$ cat config.mk
export PLATFORM = sky130hd
export DESIGN_NAME = seg_pair_monitor
export DESIGN_NICKNAME = d
export VERILOG_FILES = /design/src/rtl/seg_pkg.sv /design/src/rtl/seg7_to_bcd.sv /design/src/rtl/seg_pair_monitor.sv
export SDC_FILE = /design/constraint.sdc
export NUM_CORES = 1
export LEC_CHECK = 0
export ABC_CLOCK_PERIOD_IN_PS = 3400
export BUFFER_PORTS_ARGS = -buffer_cell sky130_fd_sc_hd__buf_2
export CAP_MARGIN = 20
export CORE_ASPECT_RATIO = 2
export CORE_MARGIN = 3
export CORE_UTILIZATION = 52
export CTS_CLUSTER_DIAMETER = 80
export CTS_CLUSTER_SIZE = 40
export DETAILED_ROUTE_END_ITERATION = 6
export GPL_ROUTABILITY_DRIVEN = 0
export MAX_ROUTING_LAYER = met4
export PLACE_DENSITY_LB_ADDON = 0.2
export SYNTH_ARGS = -nofsm -noshare
export SYNTH_HDL_FRONTEND = slang
export SYNTH_SLANG_ARGS = --single-unit
export TNS_END_PERCENT = 5
$ cat constraint.sdc
create_clock -name clock50M -period 3.4 [get_ports clock50M]
set_input_delay 0.34 -clock clock50M [delete_from_list [all_inputs] [get_ports clock50M]]
set_output_delay 0.34 -clock clock50M [all_outputs]
set_load 0.01 [all_outputs]
$ cat src/rtl/seg_pkg.sv
// Shared constants for the seven-segment pair monitor: active-low digit codes
// (dp off) and the tracking FSM state type.
package seg_pkg;

  localparam logic [7:0] SEG_0     = 8'hC0;
  localparam logic [7:0] SEG_1     = 8'hF9;
  localparam logic [7:0] SEG_2     = 8'hA4;
  localparam logic [7:0] SEG_3     = 8'hB0;
  localparam logic [7:0] SEG_4     = 8'h99;
  localparam logic [7:0] SEG_5     = 8'h92;
  localparam logic [7:0] SEG_6     = 8'h82;
  localparam logic [7:0] SEG_7     = 8'hF8;
  localparam logic [7:0] SEG_8     = 8'h80;
  localparam logic [7:0] SEG_9     = 8'h90;
  localparam logic [7:0] SEG_BLANK = 8'hFF;

  typedef enum logic {
    ST_WAIT_FIRST = 1'b0,
    ST_TRACK      = 1'b1
  } state_t;

endpackage

$ cat src/rtl/seg7_to_bcd.sv
// Combinational decode of one active-low seven-segment byte to a BCD digit.
// Anything outside the ten digit codes (including a lit dp or blank) is illegal.
module seg7_to_bcd
  import seg_pkg::*;
(
  input  logic [7:0] i_seg,
  output logic [3:0] o_digit,
  output logic       o_legal
);

  always_comb begin
    o_digit = 4'd0;
    o_legal = 1'b1;
    case (i_seg)
      SEG_0:   o_digit = 4'd0;
      SEG_1:   o_digit = 4'd1;
      SEG_2:   o_digit = 4'd2;
      SEG_3:   o_digit = 4'd3;
      SEG_4:   o_digit = 4'd4;
      SEG_5:   o_digit = 4'd5;
      SEG_6:   o_digit = 4'd6;
      SEG_7:   o_digit = 4'd7;
      SEG_8:   o_digit = 4'd8;
      SEG_9:   o_digit = 4'd9;
      default: o_legal = 1'b0;
    endcase
  end

endmodule

$ cat src/rtl/seg_pair_monitor.sv
// Watches a two-digit seven-segment display, accepts a reading once it has been
// stable long enough, and flags undecodable pairs and breaks in the +1 sequence.
module seg_pair_monitor
  import seg_pkg::*;
#(
  parameter int STABLE_CYCLES = 4,
  parameter int MAX_VALUE     = 15
) (
  input  logic       clock50M,
  input  logic       reset,
  input  logic [7:0] seg1,
  input  logic [7:0] seg0,
  output logic [4:0] value,
  output logic       value_valid,
  output logic       pattern_error,
  output logic       seq_error,
  output logic [7:0] err_count
);

  logic [15:0] r_sync1, r_sync2, r_hold;
  logic [8:0]  r_cnt;
  state_t      r_state, w_state_next;
  logic [4:0]  r_value, w_value_next;
  logic        r_valid, w_valid_next;
  logic        r_perr, w_perr_next;
  logic        r_serr, w_serr_next;
  logic [7:0]  r_errcnt, w_errcnt_next;

  logic [3:0]  w_tens, w_units;
  logic        w_tens_legal, w_units_legal;
  logic [4:0]  w_dec_value, w_expect;
  logic        w_legal, w_accept;

  // Count 1..STABLE_CYCLES then park one above so each stable period accepts once.
  // A zero count (after reset) stays idle until the synchronized word changes.
  always_ff @(posedge clock50M) begin
    if (reset) begin
      r_sync1 <= '0;
      r_sync2 <= '0;
      r_hold  <= '0;
      r_cnt   <= '0;
    end else begin
      r_sync1 <= {seg1, seg0};
      r_sync2 <= r_sync1;
      if (r_sync2 != r_hold) begin
        r_hold <= r_sync2;
        r_cnt  <= 9'd1;
      end else if (r_cnt != 9'd0 && r_cnt <= 9'(STABLE_CYCLES)) begin
        r_cnt <= r_cnt + 9'd1;
      end
    end
  end

  assign w_accept = (r_cnt == 9'(STABLE_CYCLES));

  seg7_to_bcd u_dec_tens  (.i_seg(r_hold[15:8]), .o_digit(w_tens),  .o_legal(w_tens_legal));
  seg7_to_bcd u_dec_units (.i_seg(r_hold[7:0]),  .o_digit(w_units), .o_legal(w_units_legal));

  assign w_dec_value = 5'(w_tens) * 5'd10 + 5'(w_units);
  assign w_legal     = w_tens_legal && w_units_legal && (w_tens <= 4'd1)
                       && (w_dec_value <= 5'(MAX_VALUE));
  assign w_expect    = (r_value == 5'(MAX_VALUE)) ? 5'd0 : r_value + 5'd1;

  always_comb begin
    w_state_next = r_state;
    w_value_next = r_value;
    w_valid_next = 1'b0;
    w_perr_next  = 1'b0;
    w_serr_next  = 1'b0;
    if (w_accept) begin
      if (!w_legal) begin
        w_perr_next = 1'b1;
      end else if (r_state == ST_WAIT_FIRST) begin
        w_value_next = w_dec_value;
        w_valid_next = 1'b1;
        w_state_next = ST_TRACK;
      end else if (w_dec_value != r_value) begin
        // Out-of-sequence values still load so tracking resyncs to the display.
        w_value_next = w_dec_value;
        w_valid_next = 1'b1;
        w_serr_next  = (w_dec_value != w_expect);
      end
    end
    w_errcnt_next = r_errcnt;
    if ((w_perr_next || w_serr_next) && r_errcnt != 8'hFF)
      w_errcnt_next = r_errcnt + 8'd1;
  end

  always_ff @(posedge clock50M) begin
    if (reset) r_state <= ST_WAIT_FIRST;
    else       r_state <= w_state_next;
  end

  always_ff @(posedge clock50M) begin
    if (reset) begin
      r_value  <= '0;
      r_valid  <= 1'b0;
      r_perr   <= 1'b0;
      r_serr   <= 1'b0;
      r_errcnt <= '0;
    end else begin
      r_value  <= w_value_next;
      r_valid  <= w_valid_next;
      r_perr   <= w_perr_next;
      r_serr   <= w_serr_next;
      r_errcnt <= w_errcnt_next;
    end
  end

  assign value         = r_value;
  assign value_valid   = r_valid;
  assign pattern_error = r_perr;
  assign seq_error     = r_serr;
  assign err_count     = r_errcnt;

endmodule

; Word level (Yosys, flattened, before mapping)
; Cells that the tools add are included.
[classes]
addsub = 4
mul = 1
div_mod_pow = 0
magnitude_cmp = 3
eq_ne = 27
shift = 0
mux = 17
bitwise_logic = 2
n_reduce_logical = 14
[ops]
columns = operator, count
row1 = == test 8 bit (second input constant), 20
row2 = case mux 4 bit (9 select lines), 2
row3 = OR reduction 10 bit, 2
row4 = != test 16 bit, 1
row5 = two-way mux 5 bit, 3
row6 = two-way mux 1 bit, 12
row7 = != test 5 bit, 2
row8 = adder 9 x 1 -> 9 bit (second input constant), 1
row9 = == test 9 x 3 -> 1 bit (second input constant), 1
row10 = less-or-equal comparator 9 x 3 -> 1 bit (second input constant), 1
row11 = nonzero test 9 bit, 1
row12 = adder 8 x 1 -> 8 bit (second input constant), 1
row13 = != test 8 bit (second input constant), 1
row14 = adder 5 x 1 -> 5 bit (second input constant), 1
row15 = adder 5 x 4 -> 5 bit, 1
row16 = == test 5 x 4 -> 1 bit (second input constant), 1
row17 = less-or-equal comparator 5 x 4 -> 1 bit (second input constant), 1
row18 = logical AND 1 bit, 5
row19 = less-or-equal comparator 4 x 1 -> 1 bit (second input constant), 1
row20 = multiplier 4 x 3 -> 4 bit (second input constant), 1
row21 = AND reduction 3 bit, 1
row22 = OR reduction 3 bit, 1
row23 = != test 2 x 1 -> 1 bit (second input constant), 1
row24 = NOT 1 bit, 2
row25 = other kinds (4), 4
[totals]
register_bits = 74
latchBits = 0
mem_bits_rw = 0
rom_bits = 0
in_bits = 18
output_inout_bits = 16
wordCells = 79
memories = 0

; Longest topological paths before layout
[depth]
word_depth = 11
mapped_depth = 18

; By module
; From an unflattened synthesis, not the netlist that was laid out.
[unflattened]
cells_unflattened = 327
area_unflattened_um2 = 3271.9
[modules_own_cells]
columns = mod, instances, cells_each, area_per_inst_um2, seq_area_each_um2
row1 = seg_pair_monitor, 1, 273, 2869.0, 1481.4
row2 = seg7_to_bcd, 2, 27, 201.4, 0.0

; Least setup slack after synthesis
; OpenSTA, ideal clock, no wires.
[synth_timing]
path_kind = register to register
startpoint = reg r_hold[1]
endpoint = reg r_errcnt[5], in the netlist err_count[5]
setup_time_ps = 121
arrival_ps = 3573
slack_ps = -293
stages_incl_launch_ff = 17
n_path_buf = 1
cell_sequence = dfxtp_1 clkbuf_1 and3b_1 nand3_1 a21oi_1 a31oi_1 nor2_1 ha_1 a21o_1 a21oi_1 xnor2_1 xnor2_1 mux2_2 a311oi_2 o2111ai_1 nor2_1 mux2_2
[synth_via]
elab_chain_len = 10
elab_cells_between_ends = 28
classes_between = add/sub (1) / order compare (1) / eq/ne (12) / mux (8) / reduce/logical (6)
[synth_rtl]
columns = element, line
row1 = from (decl), seg_pair_monitor.sv:20  ; logic [15:0] r_sync1, r_sync2, r_hold;
row2 = from (signal assigned), seg_pair_monitor.sv:46  ; r_hold <= r_sync2;
row3 = branches (longest 8 deep; another with adder 5 x 4 -> 5 bit), n/a
row4 = logical OR 1 bit (*), seg_pair_monitor.sv:85  ; if ((w_perr_next || w_serr_next) && r_errcnt != 8'hFF)
row5 = logical AND 1 bit (*), seg_pair_monitor.sv:85
row6 = to (signal assigned), seg_pair_monitor.sv:106  ; r_errcnt <= w_errcnt_next;
row7 = to (decl), seg_pair_monitor.sv:27  ; logic [7:0] r_errcnt, w_errcnt_next;
; Mark *: on every way between the ends.
; A chain may end at the register's enable or synchronous reset.

; Worst setup path after layout
[layout_timing]
startpoint = reg r_hold[13]
endpoint = reg r_errcnt[4], in the netlist err_count[4]
[layout_via]
elab_chain_len = 11
elab_cells_between_ends = 30
classes_between = add/sub (1) / mul (1) / order compare (2) / eq/ne (12) / mux (8) / reduce/logical (6)
[layout_rtl]
columns = element, line
row1 = branches (longest 9 deep; another with adder 5 x 4 -> 5 bit), n/a
row2 = logical OR 1 bit (*), seg_pair_monitor.sv:85
row3 = logical AND 1 bit (*), seg_pair_monitor.sv:85
; Marks and branches as above.

==> flow_summary.yaml <==
critical_path:
  worstSetupStartpointType: "flip-flop"
  crit-reg2reg-launch: "r_hold[13]"
  crit_type: "flip-flop to flip-flop"
  r2r_end: "err_count[4]"
  r2r_setup_slack_ns: -0.25
  reg2reg_depth: 17
  crit_path_end_kind: "flip-flop"
  crit_family: "compound AO/OA/AOI/OAI gates"
  cp.required_ns: 3.67
  crit_path_end: "err_count[4]"
  cpMaxStageDelayCell: "or4_1"
  crit_buf_inv: 1
  crit_chain: "nor2_2 -> nand2_2 -> nor2_2 -> nand2_1 -> o22a_1 -> o21a_1 -> inv_1 -> ha_1 -> a21o_1 -> a21oi_2 -> xnor2_2 -> xnor2_2 -> mux2_4 -> a311oi_4 -> o21ai_2 -> or4_1 -> a21oi_1"
  crit_cells: 17
  worstPathArrival_ns: 3.91
  crit_path_max_fanout: 4
  critPathLaunch: "r_hold[13]"
  max_stage_delay_ns: 0.48
routing:
  avgViaCountPerCell: 5.14
  drt_iter0_drc: 117
  num_vias: 2582
  firstDrtPassIters: 4
  wl_microns: 6410
  drc: 0
  post_drt_wl_per_cell_microns: 12.8
  postRouteAntennaNets: 0
clocking:
  clk_latency_ns: 0.33
  cts_root_buffer: "clkbuf_16"
  path_clk_slew_ns: 0.06
  post_cts_buffers: 0
  clock-sinks: 74
  cts_buffers: 9
  clockBufferDepth: 2
  ctsHoldBuffers: 0
  h-tree-depth: 3
  cts_tree: "done"
grt:
  grt_max_degree: 50
  grtUsageTotal_pct: 19.6
  grt_pass1_wl_microns: 10300
  antenna_found_initial: 0
  overflow: 0
  grt_pass1_vias: 2481
power_and_ir_drop:
  total_power_uw: 1850
  ir_drop_mv: 0.502
  powerDensity_nw_per_um2: 445
  leakagePower_uw: 0.00168
timing:
  grt_setup_unrepaired: "true"
  setup_slack_ns: -0.246
  slew-limit-headroom_pct: 39.3
  worst_pin_slew_ns: 0.887
  worst_clock_skew_ns: 0.00536
  finalCritPeriodShare_pct: 107
  setup_viol: 8
  fin_crit_ns: 3.65
  maxSlewViolCount: 0
  hold_viol: 0
  clock.fmax_ghz: 0.274
yosys:
  syn-mean-instance-area_sq_um: 9.39
  synth_compound_area_share_pct: 10.5
  synthCells: 346
  yosysMostFrequentCell: "dfxtp_1"
  synth_top_area_cell: "dfxtp_1"
  yosys_warnings: 0
  synth-xor-area-share_pct: 8.82
  syn-cell-area_sq_um: 3250
  synth_flop_cell: "dfxtp_1"
  ys_ff_latch: 74
  yosys.area_share.simple_pct: 26.2
  yosys-top-cells-area: "dfxtp_1, nor2b_1, xnor2_1"
  synth_top_cells_by_count: "dfxtp_1, nor2b_1, xnor2_1, nor2_1, nand2_1"
  synth-edff-count: 0
  yosysTopAreaCellShare_pct: 45.6
  syn_nets: 373
  ys_seq_area_share_pct: 45.6
  synth_top_family_by_area: "simple AND/OR/NAND/NOR gates"
  synthArstFlopShare_pct: 0
  muxShareOfSynthArea_pct: 1.66
  synthAdderAreaFrac_pct: 3.70
  synth.distinct_cells: 54
job:
  max_cap_viol_count: 0
floorplanning:
  die_x_microns: 61.9
  dieArea_sq_um: 7290
  fp-row-count: 40
  die_h_microns: 118
  core_area_sq_um: 6060
  ioPinCount: 34
  initial_core_util_pct: 53.7
layout:
  area_growth_pct: 27.9
  nets: 440
  fill_cells: 496
  final_area_sq_um: 4160
  antenna_cells: 0
  drive_gt1_share_pct: 29.9
outcome:
  violations: "setup timing"
  status: "finished with violations"
placement:
  post_dp_cell_area_sq_um: 3810
  port_buffers: 33
  dp_hpwl_microns: 4730
worst_hold_path:
  hp-class: "input pin to flip-flop"
  hold_depth: 2
==> sequential cells by signal, indices dropped and copies added (netlist names) <==
name           count
err_count          8
pattern_error      1
r_cnt              9
r_hold            16
r_state            1
r_sync1           16
r_sync2           16
seq_error          1
value              5
value_valid        1
==> where the power goes <==
group,internal (uW),leakage [uW],switching [uW]
Combinational,59.4,0.000949,53.6
Clock,490,0.000129,340
Sequential,892,0.000607,11.5
Total,1440,0.00168,406
==> worst register-to-register path, delay by kind of cell, from the launching register on <==
kind	cells	cell delay, ns
AO/OA/AOI/OAI	7	1.41
AND/OR/NAND/NOR	5	0.88
XOR/XNOR	2	0.35
multiplexers	1	0.34
flip-flops	1	0.33
adder cells (fa/ha/maj)	1	0.22
buffers and inverters	1	0.07
==> area by class of cell <==
| type | instances | area (sq um) | area share, % |
|---|---|---|---|
| tap | 84 | 105 | 2.53 |
| multi-input combinational | 243 | 1790 | 43.1 |
| sequential | 74 | 1490 | 35.8 |
| inverter | 13 | 48.8 | 1.17 |
| clock inverter | 5 | 31.3 | 0.753 |
| timing repair buffer | 72 | 458 | 11.0 |
| clock buffer | 11 | 233 | 5.60 |
==> what timing repair did <==
| item | in CTS | in global routing |
|---|---|---|
| endpoints found under the setup margin | 9 | 12 |
| resized for setup | 4 | 14 |
| pin swaps | 4 | 9 |
==> layer usage <==
layer | up-vias | track usage, % | wire length, microns
li1 | 1315 | - | -
met1 | 1200 | 17.2 | 2220
met2 | 52 | 34.8 | 3780
met3 | 15 | 5.38 | 221
met4 | 0 | 10.6 | 191
met5 | - | - | 0
==> how the worst min path moves through the flow <==
stage	from	endpoint	slack [ns]
floorplan	r_sync1[0]	r_sync2[0]	0.41
global placement	r_sync1[9]	r_sync2[9]	0.42
detailed placement	r_sync1[7]	r_sync2[7]	0.42
CTS	seg0[4]	r_sync1[4]	0.20
global route	seg0[3]	r_sync1[3]	0.21
finish	seg0[0]	r_sync1[0]	0.21
==> kinds of logic (layout without fill, tap and decap cells) <==
kind of cell / count (synthesis) / after routing
buffers and inverters: 29 / 101
AOI/OAI and AO/OA: 48 / 48
and+or+nand+nor: 150 / 150
adders and majority gates: 9 / 9
DFF: 74 / 74
muxes: 5 / 5
xor gates and xnor gates: 31 / 31
==> cells in the final DEF, fill, tap and decap left out, types with 11 or more instances in the layout <==
cell type / instances
xnor2_1: 23
nand2_1: 16
buf_2: 33
dfxtp_1: 69
nand3_1: 11
a21oi_1: 11
nor2_1: 20
nor2b_1: 52
buf_4: 39
inv_1: 13
==> metrics by stage <==
| stage | setup TNS (ns) | hold WS [ns] | instances | util, % | worst slack (ns) |
|---|---|---|---|---|---|
| global route | -3.40 | 0.212 | 502 | 68.6 | -0.449 |
| floorplan | -0.210 | 0.414 | 346 | - | -0.0747 |
| global placement | -0.549 | 0.417 | 486 | 63.0 | -0.138 |
| detailed placement | -1.27 | 0.422 | 486 | 63.0 | -0.219 |
| finish | -1.29 | 0.213 | 502 | 68.6 | -0.246 |
| CTS | -0.842 | 0.200 | 502 | 67.6 | -0.165 |
Power figures use the tool's default switching activity.
